===== src/rtl/tree_phase_scheduler.sv =====
`default_nettype none
// ============================================================================
// Module   : tree_phase_scheduler
// Brief    : Load/query sequencer for the k-d tree internal-node datapath.
// Revision : 1.0 - initial release
// ============================================================================
module tree_phase_scheduler #(
    parameter int PATCH_WIDTH   = 55,
    parameter int ADDRESS_WIDTH = 8,
    parameter int NUM_NODES     = 63,
    parameter int TREE_LATENCY  = 6,
    parameter int TAG_WIDTH     = 8,
    parameter int FIFO_DEPTH    = 4
) (
    input  logic                     clk,
    input  logic                     wrst_n,
    input  logic                     start,
    input  logic                     load_enq,
    output logic                     load_full_n,
    output logic                     tree_fsm_enable,
    input  logic                     q_valid,
    output logic                     q_ready,
    input  logic [PATCH_WIDTH-1:0]   q_patch,
    input  logic                     q_last,
    output logic                     tree_patch_en,
    output logic [PATCH_WIDTH-1:0]   tree_patch_in,
    input  logic                     tree_leaf_en,
    input  logic [ADDRESS_WIDTH-1:0] tree_leaf_index,
    output logic                     r_valid,
    input  logic                     r_ready,
    output logic [TAG_WIDTH-1:0]     r_tag,
    output logic [ADDRESS_WIDTH-1:0] r_leaf,
    output logic                     r_last,
    output logic                     busy,
    output logic                     done,
    output logic [ADDRESS_WIDTH-1:0] nodes_loaded,
    output logic [1:0]               err
);

    localparam int c_PTR_W   = (FIFO_DEPTH > 1) ? $clog2(FIFO_DEPTH) : 1;
    localparam int c_CNT_W   = $clog2(FIFO_DEPTH + 1);
    localparam int c_ENTRY_W = TAG_WIDTH + ADDRESS_WIDTH + 1;

    localparam logic [ADDRESS_WIDTH-1:0] c_LAST_NODE = ADDRESS_WIDTH'(NUM_NODES - 1);
    localparam logic [c_CNT_W-1:0]       c_DEPTH     = c_CNT_W'(FIFO_DEPTH);
    localparam logic [c_PTR_W-1:0]       c_PTR_MAX   = c_PTR_W'(FIFO_DEPTH - 1);

    typedef enum logic [2:0] {
        S_IDLE  = 3'd0,
        S_LOAD  = 3'd1,
        S_QUERY = 3'd2,
        S_DRAIN = 3'd3,
        S_DONE  = 3'd4
    } state_t;

    state_t r_state;
    state_t w_state_next;

    logic [c_CNT_W-1:0]   r_outstanding;
    logic [TAG_WIDTH-1:0] r_tag_ctr;

    logic                 r_exp_valid [0:TREE_LATENCY];
    logic [TAG_WIDTH-1:0] r_exp_tag   [0:TREE_LATENCY];
    logic                 r_exp_last  [0:TREE_LATENCY];

    logic [c_ENTRY_W-1:0] r_fifo_mem [0:FIFO_DEPTH-1];
    logic [c_PTR_W-1:0]   r_wr_ptr;
    logic [c_PTR_W-1:0]   r_rd_ptr;
    logic [c_CNT_W-1:0]   r_fifo_cnt;

    logic       w_accept;
    logic       w_last_write;
    logic       w_start_ok;
    logic       w_phase_q;
    logic       w_exp_valid;
    logic       w_push;
    logic       w_pop;
    logic       w_miss;
    logic       w_lat_err;
    logic [1:0] w_dec;

    // ------------------------------------------------------------------
    // Status and handshake decode (all from registered state)
    // ------------------------------------------------------------------
    assign load_full_n     = (r_state == S_LOAD);
    assign tree_fsm_enable = (r_state == S_LOAD);
    assign q_ready         = (r_state == S_QUERY) && (r_outstanding < c_DEPTH);
    assign busy            = (r_state == S_LOAD) || (r_state == S_QUERY) || (r_state == S_DRAIN);
    assign done            = (r_state == S_DONE);

    assign w_accept     = q_valid & q_ready;
    assign w_start_ok   = start && ((r_state == S_IDLE) || (r_state == S_DONE));
    assign w_last_write = (r_state == S_LOAD) && load_enq && (nodes_loaded == c_LAST_NODE);

    // Tree strobes only mean anything while queries can be in flight; this
    // also mutes strobes still emerging from the tree after a reset.
    assign w_phase_q   = (r_state == S_QUERY) || (r_state == S_DRAIN);
    assign w_exp_valid = r_exp_valid[TREE_LATENCY];
    assign w_push      = w_phase_q & w_exp_valid & tree_leaf_en;
    assign w_miss      = w_phase_q & w_exp_valid & ~tree_leaf_en;
    assign w_lat_err   = w_phase_q & (tree_leaf_en != w_exp_valid);
    assign w_pop       = r_valid & r_ready;
    assign w_dec       = {1'b0, w_pop} + {1'b0, w_miss};

    // ------------------------------------------------------------------
    // Phase FSM
    // ------------------------------------------------------------------
    always_ff @(posedge clk) begin
        if (!wrst_n) begin
            r_state <= S_IDLE;
        end else begin
            r_state <= w_state_next;
        end
    end

    always_comb begin
        w_state_next = r_state;
        case (r_state)
            S_IDLE:  if (start)                w_state_next = S_LOAD;
            S_LOAD:  if (w_last_write)         w_state_next = S_QUERY;
            S_QUERY: if (w_accept && q_last)   w_state_next = S_DRAIN;
            S_DRAIN: if (r_outstanding == '0)  w_state_next = S_DONE;
            S_DONE:  if (start)                w_state_next = S_LOAD;
            default:                           w_state_next = S_IDLE;
        endcase
    end

    // ------------------------------------------------------------------
    // Load counter and sticky error flags
    // ------------------------------------------------------------------
    always_ff @(posedge clk) begin
        if (!wrst_n) begin
            nodes_loaded <= '0;
            err          <= 2'b00;
        end else begin
            if (w_start_ok) begin
                nodes_loaded <= '0;
            end else if ((r_state == S_LOAD) && load_enq) begin
                nodes_loaded <= nodes_loaded + ADDRESS_WIDTH'(1);
            end
            if (w_lat_err) begin
                err[0] <= 1'b1;
            end
            if (load_enq && (r_state != S_LOAD)) begin
                err[1] <= 1'b1;
            end
        end
    end

    // ------------------------------------------------------------------
    // Query tag and outstanding count; the count covers in-flight queries
    // plus buffered results, so it bounds FIFO occupancy.
    // ------------------------------------------------------------------
    always_ff @(posedge clk) begin
        if (!wrst_n) begin
            r_tag_ctr     <= '0;
            r_outstanding <= '0;
        end else if (w_last_write) begin
            r_tag_ctr     <= '0;
            r_outstanding <= '0;
        end else begin
            if (w_accept) begin
                r_tag_ctr <= r_tag_ctr + TAG_WIDTH'(1);
            end
            r_outstanding <= r_outstanding + c_CNT_W'(w_accept) - c_CNT_W'(w_dec);
        end
    end

    // ------------------------------------------------------------------
    // Patch launch register and expected-result shift register
    // ------------------------------------------------------------------
    always_ff @(posedge clk) begin
        if (!wrst_n) begin
            tree_patch_en <= 1'b0;
            tree_patch_in <= '0;
            for (int i = 0; i <= TREE_LATENCY; i++) begin
                r_exp_valid[i] <= 1'b0;
                r_exp_tag[i]   <= '0;
                r_exp_last[i]  <= 1'b0;
            end
        end else begin
            tree_patch_en <= w_accept;
            if (w_accept) begin
                tree_patch_in <= q_patch;
            end
            r_exp_valid[0] <= w_accept;
            r_exp_tag[0]   <= r_tag_ctr;
            r_exp_last[0]  <= w_accept & q_last;
            for (int i = 1; i <= TREE_LATENCY; i++) begin
                r_exp_valid[i] <= r_exp_valid[i-1];
                r_exp_tag[i]   <= r_exp_tag[i-1];
                r_exp_last[i]  <= r_exp_last[i-1];
            end
        end
    end

    // ------------------------------------------------------------------
    // First-word-fall-through result buffer
    // ------------------------------------------------------------------
    always_ff @(posedge clk) begin
        if (!wrst_n) begin
            r_wr_ptr   <= '0;
            r_rd_ptr   <= '0;
            r_fifo_cnt <= '0;
            for (int i = 0; i < FIFO_DEPTH; i++) begin
                r_fifo_mem[i] <= '0;
            end
        end else begin
            if (w_push) begin
                r_fifo_mem[r_wr_ptr] <= {r_exp_tag[TREE_LATENCY], tree_leaf_index,
                                         r_exp_last[TREE_LATENCY]};
                r_wr_ptr <= (r_wr_ptr == c_PTR_MAX) ? '0 : r_wr_ptr + c_PTR_W'(1);
            end
            if (w_pop) begin
                r_rd_ptr <= (r_rd_ptr == c_PTR_MAX) ? '0 : r_rd_ptr + c_PTR_W'(1);
            end
            r_fifo_cnt <= r_fifo_cnt + c_CNT_W'(w_push) - c_CNT_W'(w_pop);
        end
    end

    assign r_valid                 = (r_fifo_cnt != '0);
    assign {r_tag, r_leaf, r_last} = r_fifo_mem[r_rd_ptr];

endmodule
`default_nettype wire

===== config.mk =====
export PLATFORM = sky130hd
export DESIGN_NAME = tree_phase_scheduler
export DESIGN_NICKNAME = d
export VERILOG_FILES = /design/src/rtl/tree_phase_scheduler.sv
export SDC_FILE = /design/constraint.sdc
export NUM_CORES = 1
export LEC_CHECK = 0
export ABC_AREA = 0
export CORE_ASPECT_RATIO = 0.75
export CORE_MARGIN = 4
export CORE_UTILIZATION = 56
export CTS_CLUSTER_DIAMETER = 200
export DETAILED_ROUTE_END_ITERATION = 7
export DONT_BUFFER_PORTS = 1
export HOLD_SLACK_MARGIN = 0.08
export PLACE_DENSITY = 0.85
export SKIP_LAST_GASP = 1
export SYNTH_ARGS = -nofsm -noshare
export SYNTH_HDL_FRONTEND = slang
export SYNTH_SLANG_ARGS = --single-unit

===== constraint.sdc =====
create_clock -name clk -period 2.3 [get_ports clk]
set_clock_uncertainty 0.15 [all_clocks]
set_input_delay 0.345 -clock clk [delete_from_list [all_inputs] [get_ports clk]]
set_output_delay 0.345 -clock clk [all_outputs]
set_load 0.03 [all_outputs]

==> results.json <==
{
  "wire_per_inst_um": 17.8,
  "num_vias": 5703,
  "synthesis.yosys.warnings": 0,
  "switching_share_of_power_pct": 20.9,
  "area.growth.synth_to_final_pct": 22.9,
  "critical-path-slowest-cell": "sky130_fd_sc_hd__or3_4",
  "worst_slew_margin_relative_to_its_limit_pct": 56.6,
  "power_switching_mw": 1.74,
  "clock.fmax_ghz": 0.416,
  "initial_antenna_violation_count": 0,
  "insertedDiodeCount": 0,
  "globalRouteTotalUtil_pct": 21.5,
  "die_w_um": 149,
  "minimum_clock_period_ps": 2410,
  "via_count_of_the_first_global_routing_pass": 5828,
  "die_footprint_um2": 16900,
  "layout.nets": 910,
  "layout.area.seq_um2": 5210,
  "rows": 38,
  "netlist.top_cell.by_area": "sky130_fd_sc_hd__dfxtp_1",
  "multiInputGateArea_um2": 2960,
  "timing.final.max_slew_violations": 0,
  "total_leakage_power_nw": 3.82,
  "internal-power_mw": 6.60,
  "syn-num-nets": 826,
  "die_y_um": 114,
  "post-route-cell-area_um2": 10300,
  "design.core.area_um2": 14500,
  "number_of_max_cap_violations": 0,
  "drive_gt1_share_pct": 13.8,
  "numCtsBuffers": 22,
  "min_path_type": "in2reg",
  "finalHoldViolations": 0,
  "violations_in_the_final_reports": "negative setup slack",
  "tightestPinTransition_ps": 651,
  "postLayoutSetupSlackWorst_ps": -106,
  "drt_iter0_drc": 467,
  "clk_pin_slew_ps": 60,
  "comb_power_share_pct": 5.2,
  "gp_congestion": 0.804,
  "cts_root_buf": "sky130_fd_sc_hd__clkbuf_16",
  "tritoncts_num_sinks": 226,
  "placed_area_um2": 8650,
  "critPathTopFamily": "adder cells",
  "critical_path_peak_fanout": 2,
  "seq_power_share_pct": 50.4,
  "dp.final_hpwl_um": 10500,
  "unrepaired_setup_endpoints_after_global_routing": "true",
  "fill_cells": 955,
  "worst_setup_path_end_kind": "register",
  "cp_num_buf_inv": 3,
  "drt-pass1-iter-count": 5,
  "worstPathArrival_ps": 2610,
  "dpl.cell_count": 928,
  "crit_path_cell_trace": "or3_4 -> nand2_4 -> inv_4 -> ha_4 -> inv_4 -> ha_4 -> inv_2 -> fa_2 -> xor2_2 -> xnor2_1 -> nor2_1",
  "largest_net_degree_at_the_start_of_global_routing": 78,
  "initial_core_util_pct": 57.3,
  "drc": 0,
  "critical_path.startpoint_type": "register",
  "synth-seq-area-share_pct": 62.4,
  "synth.distinct_cells": 41,
  "place_worst_setup_slack_ps": -81.2,
  "crit_required_ps": 2500,
  "synth_top_area_share_pct": 37.9,
  "syn_area_um2": 8340,
  "postSynthRegisterBits": 226,
  "tritoncts": "yes",
  "run_status": "finished, violations left",
  "routed_wirelength_um": 18500,
  "critical_path.max_stage_delay_ps": 410,
  "grt_remaining_overflow": 0,
  "clock_power_share_pct": 44.4,
  "layout_worst_path_cycle_share_pct": 105,
  "finalSetupViolations": 2,
  "synth.top_cells.by_area": "sky130_fd_sc_hd__dfxtp_1 (38%), sky130_fd_sc_hd__edfxtp_1 (24%), sky130_fd_sc_hd__and2_1 (10%)",
  "max_clock_buf_depth": 3,
  "grt_pass1_wl_um": 29200,
  "powerDensity_nw_per_um2": 813,
  "io_buffer_count": 0,
  "cts-htree-levels": 1,
  "ir_drop_uv": 675,
  "stdcell_count": 1042,
  "antenna_left": 0,
  "crit_type": "reg2reg",
  "detail_routed_via_count_per_cell": 5.47,
  "design.portCount": 160,
  "syn_avg_cell_area_um2": 11.2,
  "clk_latency_ps": 490,
  "syn-instance-count": 743
}
==> logic make-up (layout without fill, tap and decap cells) <==
family,Yosys count,count (layout),synth area share (%)
compound gates,70,70,4.39
mux,20,20,4.95
buf+inv,56,155,3.25
flops,226,226,62.4
simple gates,340,340,21.0
fa+ha+maj,12,12,1.98
xor+xnor,19,19,1.99
==> stage by stage <==
stage	util [%]	total power, mW	hold slack [ps]	TNS (ps)
after global routing	70.5	8.64	120	-316
after floorplan	-	4.54	262	-51.6
after global placement	59.5	4.58	263	0
after detailed placement	59.5	4.60	267	-81.2
after CTS	69.9	8.40	103	-54.5
final	70.5	8.34	121	-201
==> timing repair <==
action,4_1_cts,5_1_grt
gates resized for setup,5,19
hold endpoints to repair,199,0
hold buffers,71,0
pin swaps,4,6
endpoints found under the setup margin,19,23
buffers inserted,3,1
==> layer usage <==
metal	vias up	wire length (µm)	GRT usage [%]	part of all wire, %
li1	2629	-	-	-
met1	2729	6980	24.5	38
met2	269	9580	38.4	52
met3	76	1210	5.68	6.5
met4	0	775	8.72	4.2
met5	-	0	0	0
==> registers in the layout, summed over array words and instances (netlist names), named ones only <==
| signal | count |
|---|---|
| r_fifo_mem | 68 |
| r_exp_tag | 56 |
| r_rd_ptr | 2 |
| nodes_loaded | 8 |
| r_fifo_cnt | 3 |
| r_state | 3 |
| err | 2 |
| r_exp_last | 7 |
| r_wr_ptr | 2 |
| r_exp_valid | 7 |
| r_tag_ctr | 8 |
| r_outstanding | 3 |
| tree_patch_in | 55 |
==> area by class of cell <==
| class | instances | share of cell area (%) |
|---|---|---|
| clock buffers | 27 | 6.05 |
| clock inverters | 12 | 1.35 |
| inverters | 12 | 0.537 |
| multi-input cells | 461 | 28.9 |
| flip-flops and latches | 226 | 50.8 |
| well taps | 200 | 2.44 |
| repair buffers | 104 | 9.92 |
==> power groups by stage <==
stage | logic [mW] | registers [mW] | clock network [mW]
final | 0.430 | 4.20 | 3.71
after detailed placement | 0.306 | 4.29 | 0
after global routing | 0.460 | 4.21 | 3.97
after CTS | 0.425 | 4.20 | 3.77
after global placement | 0.293 | 4.28 | 0
after floorplan | 0.254 | 4.29 | 0
==> placed cells by master, fill, tap and decap left out, types with 4 or more instances in the layout <==
cell type	instances
sky130_fd_sc_hd__edfxtp_1	68
sky130_fd_sc_hd__clkbuf_16	23
sky130_fd_sc_hd__xor2_1	7
sky130_fd_sc_hd__ha_4	4
sky130_fd_sc_hd__mux4_2	17
sky130_fd_sc_hd__xnor2_1	10
sky130_fd_sc_hd__nand2_1	124
sky130_fd_sc_hd__clkinv_2	4
sky130_fd_sc_hd__buf_4	28
sky130_fd_sc_hd__nand4_1	5
sky130_fd_sc_hd__buf_12	4
sky130_fd_sc_hd__dfxtp_1	154
sky130_fd_sc_hd__dfxtp_2	4
sky130_fd_sc_hd__inv_2	4
sky130_fd_sc_hd__a21oi_1	63
sky130_fd_sc_hd__ha_1	6
sky130_fd_sc_hd__nor3_1	6
sky130_fd_sc_hd__nor2_1	31
sky130_fd_sc_hd__nand3_1	7
sky130_fd_sc_hd__and2_1	140
sky130_fd_sc_hd__inv_1	5
sky130_fd_sc_hd__dlygate4sd3_1	70
==> cells in the mapped netlist <==
cell                       count
sky130_fd_sc_hd__ha_1         10
sky130_fd_sc_hd__clkbuf_1     26
sky130_fd_sc_hd__nor3b_2       2
sky130_fd_sc_hd__fa_1          2
sky130_fd_sc_hd__nor2b_1       2
sky130_fd_sc_hd__nand4_1       5
sky130_fd_sc_hd__nor3_1        6
sky130_fd_sc_hd__xor2_1        9
sky130_fd_sc_hd__buf_6         5
sky130_fd_sc_hd__and3_1        3
sky130_fd_sc_hd__nand2_1     125
sky130_fd_sc_hd__buf_1         2
sky130_fd_sc_hd__dfxtp_1     158
sky130_fd_sc_hd__nand4b_2      1
sky130_fd_sc_hd__mux4_2       17
sky130_fd_sc_hd__inv_1        11
sky130_fd_sc_hd__and2_1      140
sky130_fd_sc_hd__nor2_1       31
sky130_fd_sc_hd__or2_1         2
sky130_fd_sc_hd__buf_2         9
sky130_fd_sc_hd__nand2b_1      4
sky130_fd_sc_hd__a41o_1        1
sky130_fd_sc_hd__o21ai_0       2
sky130_fd_sc_hd__a211oi_1      1
sky130_fd_sc_hd__a21oi_1      63
sky130_fd_sc_hd__nor4bb_1      1
sky130_fd_sc_hd__edfxtp_1     68
sky130_fd_sc_hd__nor4_1        3
sky130_fd_sc_hd__or3_1         4
sky130_fd_sc_hd__nor3b_1       1
sky130_fd_sc_hd__o31a_1        1
sky130_fd_sc_hd__or3b_1        1
sky130_fd_sc_hd__buf_4         2
sky130_fd_sc_hd__and4_1        1
sky130_fd_sc_hd__mux2i_1       3
sky130_fd_sc_hd__o31ai_1       1
sky130_fd_sc_hd__nor3_2        1
sky130_fd_sc_hd__o21a_1        1
sky130_fd_sc_hd__nand3_1       7
sky130_fd_sc_hd__clkinv_4      1
sky130_fd_sc_hd__xnor2_1      10
==> path summary, 6_finish.rpt <==
check	startpoint	end	slack, ps	cells past startpoint
max	r_fifo_cnt[2]	r_fifo_cnt[2]	-110	11
min	wrst_n	r_fifo_mem[2][16]	120	2
max reg2reg	r_fifo_cnt[2]	r_fifo_cnt[2]	-110	11
min reg2reg	r_exp_tag[1][7]	r_exp_tag[1][15]	270	1
==> worst register-to-register path: stages (launching register included) <==
cell                      delay (ps)
sky130_fd_sc_hd__dfxtp_2         330
sky130_fd_sc_hd__or3_4           410
sky130_fd_sc_hd__nand2_4          90
sky130_fd_sc_hd__inv_4            40
sky130_fd_sc_hd__ha_4            220
sky130_fd_sc_hd__inv_4            50
sky130_fd_sc_hd__ha_4            130
sky130_fd_sc_hd__inv_2            40
sky130_fd_sc_hd__fa_2            400
sky130_fd_sc_hd__xor2_2          190
sky130_fd_sc_hd__xnor2_1         150
sky130_fd_sc_hd__nor2_1           60
No activity file was read; power rests on OpenSTA's default activity.
